### src/rtl/muldiv_pkg.sv
// muldiv_pkg: shared definitions for the iterative multiply/divide unit.
//   - MIPS funct codes for the ops the unit decodes
//   - FSM state encoding
//   - cond_neg(): conditional two's-complement negate, used for operand
//     magnitudes and result sign correction at any width up to MAX_W
package muldiv_pkg;

  localparam logic [5:0] FN_MULT  = 6'b011000;
  localparam logic [5:0] FN_MULTU = 6'b011001;
  localparam logic [5:0] FN_DIV   = 6'b011010;
  localparam logic [5:0] FN_DIVU  = 6'b011011;
  localparam logic [5:0] FN_MFHI  = 6'b010000;
  localparam logic [5:0] FN_MFLO  = 6'b010010;

  // Callers zero-extend into MAX_W and truncate the result back with a size
  // cast; the low bits of a wide negate equal the narrow negate.
  localparam int unsigned MAX_W = 64;

  typedef enum logic [1:0] {
    IDLE = 2'd0,
    RUN  = 2'd1,
    FIX  = 2'd2
  } state_t;

  function automatic logic [MAX_W-1:0] cond_neg(input logic [MAX_W-1:0] v,
                                                input logic             neg);
    return neg ? (~v + 1'b1) : v;
  endfunction

endpackage

### src/rtl/muldiv_core.sv
// muldiv_core: unsigned iterative datapath, one step per cycle.
//   Multiply: shift-add, product accumulates in {acc, q}; q starts as the
//             multiplier, m holds the multiplicand.
//   Divide:   restoring, q starts as the dividend and shifts in one quotient
//             bit per step; acc ends as the remainder, m holds the divisor.
// Ports:
//   clk, reset   clock, async active-low reset
//   load         capture operand magnitudes, count = WIDTH
//   step         perform one iteration
//   is_div       mode select, sampled with load
//   op_a, op_b   operand magnitudes (dividend/multiplicand, divisor/multiplier)
//   acc, q       working registers (high/low result halves)
//   last         current step is the final one
module muldiv_core #(
  parameter int WIDTH = 16
) (
  input  logic             clk,
  input  logic             reset,
  input  logic             load,
  input  logic             step,
  input  logic             is_div,
  input  logic [WIDTH-1:0] op_a,
  input  logic [WIDTH-1:0] op_b,
  output logic [WIDTH-1:0] acc,
  output logic [WIDTH-1:0] q,
  output logic             last
);

  localparam int CNT_W = $clog2(WIDTH + 1);

  logic [WIDTH-1:0] m;
  logic [CNT_W-1:0] count;
  logic             mode_div;

  logic [WIDTH:0] sum;
  logic [WIDTH:0] rem_sh;
  logic [WIDTH:0] diff;

  assign sum    = {1'b0, acc} + {1'b0, m};
  assign rem_sh = {acc, q[WIDTH-1]};
  // rem_sh < 2*m always holds, so bit WIDTH of diff is a clean borrow flag.
  assign diff   = rem_sh - {1'b0, m};

  assign last = (count == CNT_W'(1));

  always_ff @(posedge clk or negedge reset) begin
    if (!reset) begin
      acc      <= '0;
      q        <= '0;
      m        <= '0;
      count    <= '0;
      mode_div <= 1'b0;
    end else if (load) begin
      acc      <= '0;
      q        <= is_div ? op_a : op_b;
      m        <= is_div ? op_b : op_a;
      count    <= CNT_W'(WIDTH);
      mode_div <= is_div;
    end else if (step) begin
      count <= count - CNT_W'(1);
      if (mode_div) begin
        if (!diff[WIDTH]) begin
          acc <= diff[WIDTH-1:0];
          q   <= {q[WIDTH-2:0], 1'b1};
        end else begin
          acc <= rem_sh[WIDTH-1:0];
          q   <= {q[WIDTH-2:0], 1'b0};
        end
      end else if (q[0]) begin
        acc <= sum[WIDTH:1];
        q   <= {sum[0], q[WIDTH-1:1]};
      end else begin
        acc <= {1'b0, acc[WIDTH-1:1]};
        q   <= {acc[0], q[WIDTH-1:1]};
      end
    end
  end

endmodule

### src/rtl/muldiv_seq.sv
// muldiv_seq: iterative MIPS multiply/divide unit owning HI/LO.
//
//   state | meaning
//   ------+-----------------------------------------------------------
//   IDLE  | ready; accepts mult/multu/div/divu, mfhi/mflo read only
//   RUN   | core iterating, one step per cycle for WIDTH cycles
//   FIX   | sign-correct core result, write HI/LO, done next cycle
//
// Ports:
//   clk, reset        clock, async active-low reset
//   start, funct      op request (sampled only while ready)
//   a, b              rs / rt operands
//   ready, busy       idle / op in progress
//   done              one-cycle pulse after HI/LO written
//   div0              last div/divu had b==0 (valid with done)
//   illegal           one-cycle pulse after start with unknown funct
//   hi, lo            architectural HI/LO
//   result            combinational HI/LO read for mfhi/mflo, else 0
// WIDTH must be <= 32 so the 2*WIDTH product fits the package negate helper.
module muldiv_seq #(
  parameter int WIDTH   = 16,
  parameter int FUNCT_W = 6
) (
  input  logic               clk,
  input  logic               reset,
  input  logic               start,
  input  logic [FUNCT_W-1:0] funct,
  input  logic [WIDTH-1:0]   a,
  input  logic [WIDTH-1:0]   b,
  output logic               ready,
  output logic               busy,
  output logic               done,
  output logic               div0,
  output logic               illegal,
  output logic [WIDTH-1:0]   hi,
  output logic [WIDTH-1:0]   lo,
  output logic [WIDTH-1:0]   result
);

  import muldiv_pkg::*;

  localparam int PW = 2 * WIDTH;

  localparam logic [FUNCT_W-1:0] F_MULT  = FUNCT_W'(FN_MULT);
  localparam logic [FUNCT_W-1:0] F_MULTU = FUNCT_W'(FN_MULTU);
  localparam logic [FUNCT_W-1:0] F_DIV   = FUNCT_W'(FN_DIV);
  localparam logic [FUNCT_W-1:0] F_DIVU  = FUNCT_W'(FN_DIVU);
  localparam logic [FUNCT_W-1:0] F_MFHI  = FUNCT_W'(FN_MFHI);
  localparam logic [FUNCT_W-1:0] F_MFLO  = FUNCT_W'(FN_MFLO);

  state_t state, state_nxt;

  logic is_mult, is_multu, is_div, is_divu, is_mfhi, is_mflo;
  logic is_mulop, is_divop, is_signed, is_legal;
  logic a_neg, b_neg, b_zero, accept;
  logic [WIDTH-1:0] a_mag, b_mag;

  logic core_load, core_step, core_last;
  logic [WIDTH-1:0] core_acc, core_q;
  logic [PW-1:0]    prod;

  // Latched per-op controls. neg_lo is the product sign for multiply and
  // the quotient sign for divide (both a^b); neg_hi is the dividend sign.
  logic op_mul, neg_lo, neg_hi, div0_pend;

  assign is_mult  = (funct == F_MULT);
  assign is_multu = (funct == F_MULTU);
  assign is_div   = (funct == F_DIV);
  assign is_divu  = (funct == F_DIVU);
  assign is_mfhi  = (funct == F_MFHI);
  assign is_mflo  = (funct == F_MFLO);

  assign is_mulop  = is_mult | is_multu;
  assign is_divop  = is_div | is_divu;
  assign is_signed = is_mult | is_div;
  assign is_legal  = is_mulop | is_divop | is_mfhi | is_mflo;

  assign a_neg  = is_signed & a[WIDTH-1];
  assign b_neg  = is_signed & b[WIDTH-1];
  assign a_mag  = WIDTH'(cond_neg(MAX_W'(a), a_neg));
  assign b_mag  = WIDTH'(cond_neg(MAX_W'(b), b_neg));
  assign b_zero = (b == '0);

  assign ready  = (state == IDLE);
  assign busy   = ~ready;
  assign accept = ready & start & (is_mulop | is_divop);

  assign prod = {core_acc, core_q};

  muldiv_core #(.WIDTH(WIDTH)) u_core (
    .clk    (clk),
    .reset  (reset),
    .load   (core_load),
    .step   (core_step),
    .is_div (is_divop),
    .op_a   (a_mag),
    .op_b   (b_mag),
    .acc    (core_acc),
    .q      (core_q),
    .last   (core_last)
  );

  always_ff @(posedge clk or negedge reset) begin
    if (!reset) state <= IDLE;
    else        state <= state_nxt;
  end

  always_comb begin
    state_nxt = state;
    core_load = 1'b0;
    core_step = 1'b0;
    case (state)
      IDLE: begin
        if (accept) begin
          core_load = 1'b1;
          // Divide by zero bypasses the iteration; the core still holds |a|.
          state_nxt = (is_divop && b_zero) ? FIX : RUN;
        end
      end
      RUN: begin
        core_step = 1'b1;
        if (core_last) state_nxt = FIX;
      end
      FIX:     state_nxt = IDLE;
      default: state_nxt = IDLE;
    endcase
  end

  always_ff @(posedge clk or negedge reset) begin
    if (!reset) begin
      hi        <= '0;
      lo        <= '0;
      done      <= 1'b0;
      div0      <= 1'b0;
      illegal   <= 1'b0;
      op_mul    <= 1'b0;
      neg_lo    <= 1'b0;
      neg_hi    <= 1'b0;
      div0_pend <= 1'b0;
    end else begin
      done    <= 1'b0;
      illegal <= ready & start & ~is_legal;
      if (accept) begin
        op_mul    <= is_mulop;
        neg_lo    <= a_neg ^ b_neg;
        neg_hi    <= a_neg;
        div0_pend <= is_divop & b_zero;
        div0      <= 1'b0;
      end
      if (state == FIX) begin
        done <= 1'b1;
        div0 <= div0_pend;
        if (op_mul) begin
          {hi, lo} <= PW'(cond_neg(MAX_W'(prod), neg_lo));
        end else if (div0_pend) begin
          // Re-applying the dividend sign to |a| restores the original a.
          hi <= WIDTH'(cond_neg(MAX_W'(core_q), neg_hi));
          lo <= '1;
        end else begin
          hi <= WIDTH'(cond_neg(MAX_W'(core_acc), neg_hi));
          lo <= WIDTH'(cond_neg(MAX_W'(core_q), neg_lo));
        end
      end
    end
  end

  always_comb begin
    result = '0;
    if (is_mfhi)      result = hi;
    else if (is_mflo) result = lo;
  end

endmodule

### config.mk
export PLATFORM = sky130hd
export DESIGN_NAME = muldiv_seq
export DESIGN_NICKNAME = d
export VERILOG_FILES = /design/src/rtl/muldiv_pkg.sv /design/src/rtl/muldiv_core.sv /design/src/rtl/muldiv_seq.sv
export SDC_FILE = /design/constraint.sdc
export NUM_CORES = 1
export LEC_CHECK = 0
export CELL_PAD_IN_SITES_DETAIL_PLACEMENT = 0
export CELL_PAD_IN_SITES_GLOBAL_PLACEMENT = 1
export CORE_MARGIN = 2
export CORE_UTILIZATION = 39
export CTS_CLUSTER_DIAMETER = 40
export DETAILED_ROUTE_END_ITERATION = 7
export HOLD_SLACK_MARGIN = 0.02
export PLACE_DENSITY = 0.8
export SETUP_SLACK_MARGIN = 0.02
export SKIP_LAST_GASP = 1
export SLEW_MARGIN = 20
export SYNTH_ARGS = -nofsm -noshare
export SYNTH_HDL_FRONTEND = slang
export SYNTH_SLANG_ARGS = --single-unit
### constraint.sdc
create_clock -name clk -period 3.1 [get_ports clk]
set_clock_uncertainty 0.05 [all_clocks]
set_input_delay 0.31 -clock clk [delete_from_list [all_inputs] [get_ports clk]]
set_output_delay 0.31 -clock clk [all_outputs]
set_load 0.005 [all_outputs]
* After elaboration in Yosys (flattened, before gate mapping) *
Cells that the tools add are included.

word-level totals
  flip-flop bits (word level) = 95
  input port bits = 41
  output and inout bits = 53

operators by class
  add/sub/neg operators = 8
  equal/unequal tests = 11
  muxes and demuxes = 36
  bitwise logic cells = 20
  reductions and logical operators = 6

operators by type and width
  kind                   count
  $mux 16                22
  $add 16x1->16 const B  4
  $not 16->16            4
  $eq 6x5->1 const B     6
  $add 32x1->32 const B  1
  $mux 32                1
  $not 32->32            1
  $add 16x16->17         1
  $sub 17x16->17         1
  $logic_not 16->1       1
  $mux 5                 2
  $mux 1                 7
  $and 1x1->1            6
  $mux 2                 3
  $or 1x1->1             6
  $eq 5x1->1 const B     1
  $sub 5x1->5 const B    1
  $pmux 2 s2             1
  $reduce_bool 2->1      2
  $eq 2x1->1 const B     1
  $eq 2x2->1 const B     1
  $logic_not 2->1        1
  $ne 2x1->1 const B     1
  $ne 2x2->1 const B     1
  4 further kinds        5

* Logic depth before layout (Yosys ltp) *
Gate-level depths: netlist of the first run.

  depth after elaboration = 7
  mapped depth = 12

* Modules after synthesis *
From an unflattened synthesis of the first run, not the netlist that was laid out.

unflattened totals
  cell total of the unflattened synthesis = 1,057
  area, all modules = 8,644.5 um^2

modules (own cells, without submodules)
  module       instances  cells an instance  area each (um^2)  sequential area each (um^2)
  muldiv_core  1          560                4,759.6           1,351.3
  muldiv_seq   1          497                3,885.0           1,026.0

* Worst setup path before layout of the first run *
No wires, ideal clock.

  kind = register to register
  start = register u_core.q[0]
  end = register hi[10]
  setup time = 0.135 ns
  arrival = 2.935 ns
  required time = 2.915 ns
  setup slack = -0.019 ns
  stages on the path, launching flop included = 13
  buffers on the path = 2
  clock period less this slack = 3.119 ns
  path through = dfrtp_1 -> clkbuf_1 -> inv_1 -> clkbuf_1 -> ha_1 -> or3b_2 -> or3_1 -> or2_2 -> o21ai_0 -> xor2_1 -> mux2i_1 -> o21ai_0 -> o21ai_0

on the way
  cells in the longest elaborated chain, start to end = 5
  elaborated cells on any way between the ends = 8
  classes of those cells = add/sub (2); mux (4); bitwise (2)

RTL lines
  what                    RTL line           source
  from (decl)             muldiv_core.sv:25  output logic [WIDTH-1:0] q,
  from (signal assigned)  muldiv_core.sv:55  q <= is_div ? op_a : op_b;
  from (signal assigned)  muldiv_core.sv:64  q <= {q[WIDTH-2:0], 1'b1};
  from (signal assigned)  muldiv_core.sv:67  q <= {q[WIDTH-2:0], 1'b0};
  $not 16->16             muldiv_pkg.sv:27   return neg ? (~v + 1'b1) : v;
  $add 16x1->16           muldiv_pkg.sv:27
  $mux 16                 muldiv_pkg.sv:27
  $mux 16                 muldiv_seq.sv:155  end else if (div0_pend) begin
  $mux 16 *               muldiv_seq.sv:153  if (op_mul) begin
  to (signal assigned)    muldiv_seq.sv:154  {hi, lo} <= PW'(cond_neg(MAX_W'(prod), neg_lo));
  to (signal assigned)    muldiv_seq.sv:157  hi <= WIDTH'(cond_neg(MAX_W'(core_q), neg_hi));
  to (signal assigned)    muldiv_seq.sv:160  hi <= WIDTH'(cond_neg(MAX_W'(core_acc), neg_hi));
  to (decl)               muldiv_seq.sv:35   output logic [WIDTH-1:0] hi,

Every way passes the cells marked *; elsewhere a longest branch is shown, timed or not.
A chain may end at the register's enable or synchronous reset.

* Worst setup path after layout of the first run *
  start = register u_core.q[15]
  end = register u_core.acc[1]

on the way
  cells in the longest elaborated chain, start to end = 5

RTL lines
  what                  RTL line           source
  $sub 17x16->17        muldiv_core.sv:42  assign diff = rem_sh - {1'b0, m};
  $mux 16               muldiv_core.sv:62  if (!diff[WIDTH]) begin
  $mux 16               muldiv_core.sv:61  if (mode_div) begin
  $mux 16               muldiv_core.sv:59  end else if (step) begin
  $mux 16               muldiv_core.sv:53  end else if (load) begin
  to (signal assigned)  muldiv_core.sv:63  acc <= diff[WIDTH-1:0];
  to (signal assigned)  muldiv_core.sv:66  acc <= rem_sh[WIDTH-1:0];
  to (signal assigned)  muldiv_core.sv:70  acc <= sum[WIDTH:1];
  to (decl)             muldiv_core.sv:24  output logic [WIDTH-1:0] acc,

Every way passes these cells. The select of a mux whose other input is x is not followed.

==> impl_metrics.tcl, run 1 <==
set metrics [dict create \
    cts.sinks 95 \
    cellPowerDensity_nw_per_um2 1090 \
    syn_area_sq_um 8480 \
    setup-tns-final_ns 0 \
    post-route-period-util_pct 96.4 \
    antenna_found_initial 0 \
    p_switching_mw 5.22 \
    synthTopCellsByCount "nand2_1, nor2_1, o21ai_0" \
    finalMaxSlewViolations 0 \
    synth_top_area_share_pct 28.0 \
    p_sw_share_pct 45.9 \
    globalplace.congestion 0.920 \
    pwr-share-clk_pct 11.0 \
    power_frac_seq_pct 21.4 \
    h-tree-depth 3 \
    report.final.hold_viol_count 0 \
    cpLargestDelayFamily "compound AO/OA/AOI/OAI gates" \
    timing.rr.end "u_core.acc[1]" \
    max_slew_margin_pct 39.0 \
    crit_path_end_kind "flop" \
    start_util_pct 40.1 \
    placed_area_sq_um 9970 \
    path_buf_inv 2 \
    ir_worst_vdd_mv 0.442 \
    fillCellCount 2063 \
    grt_use_total_pct 23.2 \
    drt_wl_total_um 26100 \
    fp-row-count 53 \
    cp.arrival_ns 3.20 \
    setup_viol 0 \
    ctsRootBufferMaster "clkbuf_16" \
    firstDrtPassIters 7 \
    die_area_sq_um 23000 \
    layout.nets 1267 \
    crit_path_max_fanout 9 \
    drv_cap 0 \
    cp-startpoint "u_core.q[15]" \
    r2r_cells 12 \
    cp_slowest_stage_delay_ns 0.38 \
    synth-seq-cells 95 \
    yosysMostFrequentCell "nand2_1" \
    area_growth_pct 22.4 \
    first_global_vias 7551 \
    clock_latency_ns 0.36 \
    synth_edf_count 0 \
    slowest_stage "fa_2" \
    p_leak_nw 4.34 \
    clockBufferDepth 2 \
    critPathKind "reg2reg" \
    synth_top_area_cell "dfrtp_1" \
    detail_route.wl_per_cell_um 17.8 \
    routed_via_density 5.56 \
    synth_area_per_cell_sq_um 7.83 \
    cp.required_ns 3.32 \
    fp.coreArea_sq_um 21200 \
    grt_max_degree 49 \
    ys_seq_area_share_pct 28.0 \
    synth_ff_type "dfrtp_1" \
    design_area_sq_um 10400 \
    start_kind "flop" \
    grt_pass1_wl_um 41200 \
    tritoncts "built" \
    hpwlAfterDp_um 19900 \
    die_x_um 151 \
    ioPinCount 94 \
    cts_buffers 9 \
    r2r_setup_slack_ns 0.11 \
    vias 8152 \
    r2r-start "u_core.q[15]" \
    p_comb_share_pct 67.7 \
    portBuffers 93 \
    ant_nets 0 \
    drive_gt1_share_pct 10.1 \
    drtIter0Drc 706 \
    layout_min_cycle_time_ns 2.99 \
    clkSlewWorstSetupHoldPaths_ns 0.07 \
    worstPathCellList "inv_1, ha_1, fa_2, nor2b_4, o2111ai_2, and3_1, o211ai_1, a211o_1, xor2_2, buf_12, mux2_2, o221ai_1" \
    grt-ovfl-total 0 \
    yosysWarnings 0 \
    drc 0 \
    ys_types 70 \
    whs_ns 0.446 \
    p_int_mw 6.15 \
    status "complete, no violations" \
    antenna_cells 0 \
    async_reset_ff_share_pct 100 \
    synth_nets 1165 \
    yosys-top-cells-area "dfrtp_1, mux2i_1, o21ai_0" \
    max_clock_freq_mhz 335 \
    holdCritPathClass "in2async" \
    netlist_instances 1084 \
    worstMarginPinSlew_ns 0.915 \
    rsz0062_at_grt "yes" \
    die_h_um 151 \
]
[power groups by stage]
stage / combinational [mW] / sequential, mW / clock (mW)
6_report: 7.70 / 2.43 / 1.25
5_1_grt: 8.49 / 2.51 / 1.32
2_1_floorplan: 5.09 / 2.19 / 0
3_5_place_dp: 7.29 / 2.44 / 0
3_3_place_gp: 7.23 / 2.42 / 0
4_1_cts: 7.37 / 2.42 / 1.27
[state kept, by name, indices dropped and copies added (netlist names)]
signal,cells
u_core.mode_div,1
state,2
hi,16
op_mul,1
done,1
u_core.acc,16
lo,16
u_core.count,5
illegal,1
neg_hi,1
neg_lo,1
div0,1
u_core.m,16
div0_pend,1
u_core.q,16
[per-layer routing]
layer	wire, um	GRT usage [%]	part of all wire [%]	vias up
li1	-	-	-	4020
met1	12500	33.0	48	3841
met2	11700	36.6	45	254
met3	1330	3.14	5.1	37
met4	580	7.13	2.2	0
met5	0	0	0	-
[per-stage QoR]
stage          cells  total power, mW  utilization, %  setup WS, ns
3_5_place_dp    1443             9.73            47.1       -0.0337
6_report        1466             11.4            49.1         0.112
5_1_grt         1466             12.3            49.1       -0.0390
2_1_floorplan   1084             7.28               -        0.0916
3_3_place_gp    1443             9.66            47.1        0.0410
4_1_cts         1461             11.1            48.8        0.0329
[cell usage in the layout, fill, tap and decap left out, types with 5 or more instances in the layout]
cell             count
a211oi_1            15
a21o_1               6
a21oi_1             79
a31oi_1              9
and2_1               5
and3_1               5
buf_4               73
clkbuf_16            9
clkdlybuf4s50_1     91
dfrtp_1             94
ha_1                38
inv_1               38
mux2_2               9
mux2i_1             56
nand2_1            131
nand2b_1            15
nand3_1             21
nand4_1              5
nor2_1             109
nor2b_1             10
nor3_1              18
nor4_1               7
o211ai_1            18
o21a_1               8
o21ai_0            100
o221ai_1             6
o31ai_1             13
or3_1                8
xnor2_1             56
xor2_1              54
[cell type report]
type                       count  area [sq um]  share of cell area, %
clock buffer                  10           229                   2.20
clock inverter                 6          92.6                  0.891
inverter                      39           146                   1.41
multi-input combinational    873          5680                   54.7
sequential                    95          2380                   22.9
tap                          275           344                   3.31
timing repair buffer         168          1510                   14.6
[worst register-to-register path: cells and delay by family, from the launching register on]
family | cells | cell delay [ns]
AO/OA/AOI/OAI | 4 | 0.77
XOR/XNOR | 1 | 0.21
adder cells (fa/ha/maj) | 2 | 0.61
buffers and inverters | 2 | 0.23
flip-flops | 1 | 0.35
multiplexers | 1 | 0.34
AND/OR/NAND/NOR | 2 | 0.34
[logic make-up (layout without fill, tap and decap cells)]
| logic type | Yosys count | count (layout) | synth area share (%) |
|---|---|---|---|
| and+or+nand+nor | 361 | 361 | 19.6 |
| AOI/OAI and AO/OA | 295 | 295 | 21.4 |
| buffers and inverters | 116 | 223 | 5.35 |
| xor gates and xnor gates | 111 | 111 | 11.5 |
| DFF | 95 | 95 | 28.0 |
| muxes | 66 | 66 | 8.07 |
| adders and majority gates | 40 | 40 | 6.08 |
[worst max-delay path by stage]
stage                               end  slack, ns  depth (start not counted)
after CTS                 u_core.acc[1]       0.03                         12
after global routing      u_core.acc[1]      -0.04                         12
after floorplan                  hi[10]       0.09                         12
after global placement    u_core.acc[1]       0.04                         12
final                     u_core.acc[1]       0.11                         12
after detailed placement  u_core.acc[1]      -0.03                         12
[repair_timing]
item                                   in CTS  in global routing
hold buffers                                1                  0
pin swaps                                   1                  1
setup endpoints to repair                   2                 13
resized for setup                           2                  5
buffers inserted                            1                  5
endpoints found under the hold margin      44                  0
gates cloned                                0                  0
(Power assumes the default switching activity.)
==> inputs of run 2 (changes only) <==
Settings changed: CAP_MARGIN from default to 20.
==> results of run 2 <==
Final layout, timing and power as in run 1 (identical DEF).
==> inputs of run 3 (changes only) <==
Settings changed: PLACE_DENSITY 0.8 to default, PLACE_DENSITY_LB_ADDON from default to 0.1.
==> run 3 against run 2 <==
Non-clock buffer count is 8 lower. Critical endpoint unchanged. Total power decreased by 2.7%. Critical path depth fell by 1. Utilization fell by 0.25 points. Hold slack worse by 0.0047 ns. Sequential cell count is the same. Die area did not move. Global-route usage rose by 0.97 points.
==> impl_metrics.tcl, run 3 (same netlist as run 1, synthesis figures left out) <==
set metrics [dict create \
    cp-endpoint "u_core.acc[1]" \
    register_area_sq_um 2380 \
    whs_ns 0.441 \
    start_util_pct 40.1 \
    max_clock_freq_mhz 340 \
    rsz0062_at_grt "yes" \
    cp-startpoint "u_core.m[0]" \
    vias 7980 \
    tritoncts "built" \
    report.final.hold_viol_count 0 \
    holdCritPathClass "reg2reg" \
    cts.sinks 95 \
    grt_use_total_pct 24.1 \
    layout.nets 1259 \
    drv_cap 0 \
    critPathKind "reg2reg" \
    clockBufferDepth 2 \
    grt_pass1_wl_um 42400 \
    setup-tns-final_ns 0 \
    die_h_um 151 \
    drtIter0Drc 609 \
    crit_path_max_fanout 4 \
    fillCellCount 2092 \
    ioPinCount 94 \
    ctsRootBufferMaster "clkbuf_16" \
    max_slew_margin_pct 49.0 \
    post-route-util_pct 48.8 \
    p_leak_nw 4.30 \
    layout_min_cycle_time_ns 2.94 \
    fp-row-count 53 \
    timing.rr.end "u_core.acc[1]" \
    detail_route.wl_per_cell_um 18.3 \
    start_kind "flop" \
    drt_wl_total_um 26700 \
    hpwlAfterDp_um 20700 \
    cellPowerDensity_nw_per_um2 1070 \
    placed_area_sq_um 9950 \
    die_x_um 151 \
    fp.coreArea_sq_um 21200 \
    clkSlewWorstSetupHoldPaths_ns 0.07 \
    status "complete, no violations" \
    crit_path_end_kind "flop" \
    clock_latency_ns 0.36 \
    post-route-period-util_pct 95.0 \
    cp.required_ns 3.32 \
    drc 0 \
    grt_max_degree 60 \
    cts_buffers 9 \
    multiInputGateArea_sq_um 5700 \
    final_cell_mix "nand2_1, nor2_1, o21ai_0, dfrtp_1, clkdlybuf4s50_1" \
    grt-ovfl-total 0 \
    first_global_vias 7521 \
    r2r-start "u_core.m[0]" \
    ant_nets 0 \
    routed_via_density 5.47 \
    h-tree-depth 3 \
    layout_commonest_cell "nand2_1" \
    antenna_found_initial 0 \
    finalMaxSlewViolations 0 \
    setup_viol 0 \
    r2r_setup_slack_ns 0.16 \
    globalplace.congestion 0.855 \
    die_area_sq_um 23000 \
    antenna_cells 0 \
    design_area_sq_um 10300 \
    portBuffers 93 \
    worstMarginPinSlew_ns 0.766 \
    drive_gt1_share_pct 9.64 \
    ir_worst_vdd_mv 0.407 \
    firstDrtPassIters 5 \
    cp.arrival_ns 3.16 \
    area_growth_pct 21.8 \
    r2r_cells 11 \
]
==> run 3: critical path, cell delays in order, from the launching register on <==
cell and delay [ns]:
dfrtp_1 0.43, ha_4 0.19, fa_2 0.40, nor2b_4 0.16
o2111ai_2 0.14, and3_4 0.23, o211ai_1 0.17, a211o_1 0.20
xor2_1 0.19, buf_4 0.18, mux2_2 0.35, o221ai_2 0.15
==> run 3: power by group <==
group | internal [mW] | switching, mW
logic | 3.43 | 4.08
clock network | 0.672 | 0.509
registers | 1.79 | 0.588
==> run 3: cell type report <==
class | instances | area share [%]
Tap cell | 275 | 3.33
Clock buffer | 12 | 2.48
Sequential cell | 95 | 23.0
Clock inverter | 4 | 0.521
Timing Repair Buffer | 160 | 14.1
Multi-Input combinational cell | 873 | 55.1
Inverter | 39 | 1.42
==> run 3: worst min path at each step <==
stage | cells after the start | start | endpoint | slack, ns
detailed placement | 1 | reset | u_core.acc[6] | 0.32
global placement | 1 | reset | u_core.acc[6] | 0.31
floorplan | 0 | reset | div0 | -0.04
CTS | 2 | neg_hi | neg_hi | 0.45
global route | 2 | hi[1] | hi[1] | 0.48
finish | 2 | neg_hi | neg_hi | 0.44
==> run 3: metal layers <==
| layer | track usage (%) | wire length (um) | vias to the layer above |
|---|---|---|---|
| met2 | 39.4 | 12300 | 178 |
| met4 | 4.54 | 306 | 0 |
| li1 | - | - | 4009 |
| met5 | 0 | 0 | - |
| met3 | 2.78 | 871 | 15 |
| met1 | 34.8 | 13300 | 3778 |
==> run 3: metrics by stage <==
stage	power (mW)	instances	setup WS, ns
after detailed placement	9.71	1439	-0.0194
after global routing	12.1	1458	-0.00234
after floorplan	7.28	1084	0.0916
after global placement	9.69	1439	0.106
final	11.1	1458	0.155
after CTS	11.0	1456	0.0704
==> run 3: timing repair <==
| action | CTS | global route |
|---|---|---|
| pin swaps | 0 | 4 |
| hold endpoints to repair | 44 | 0 |
| buffers inserted | 0 | 2 |
| gates resized for setup | 2 | 9 |
| endpoints found under the setup margin | 8 | 15 |
| hold buffers | 1 | 0 |
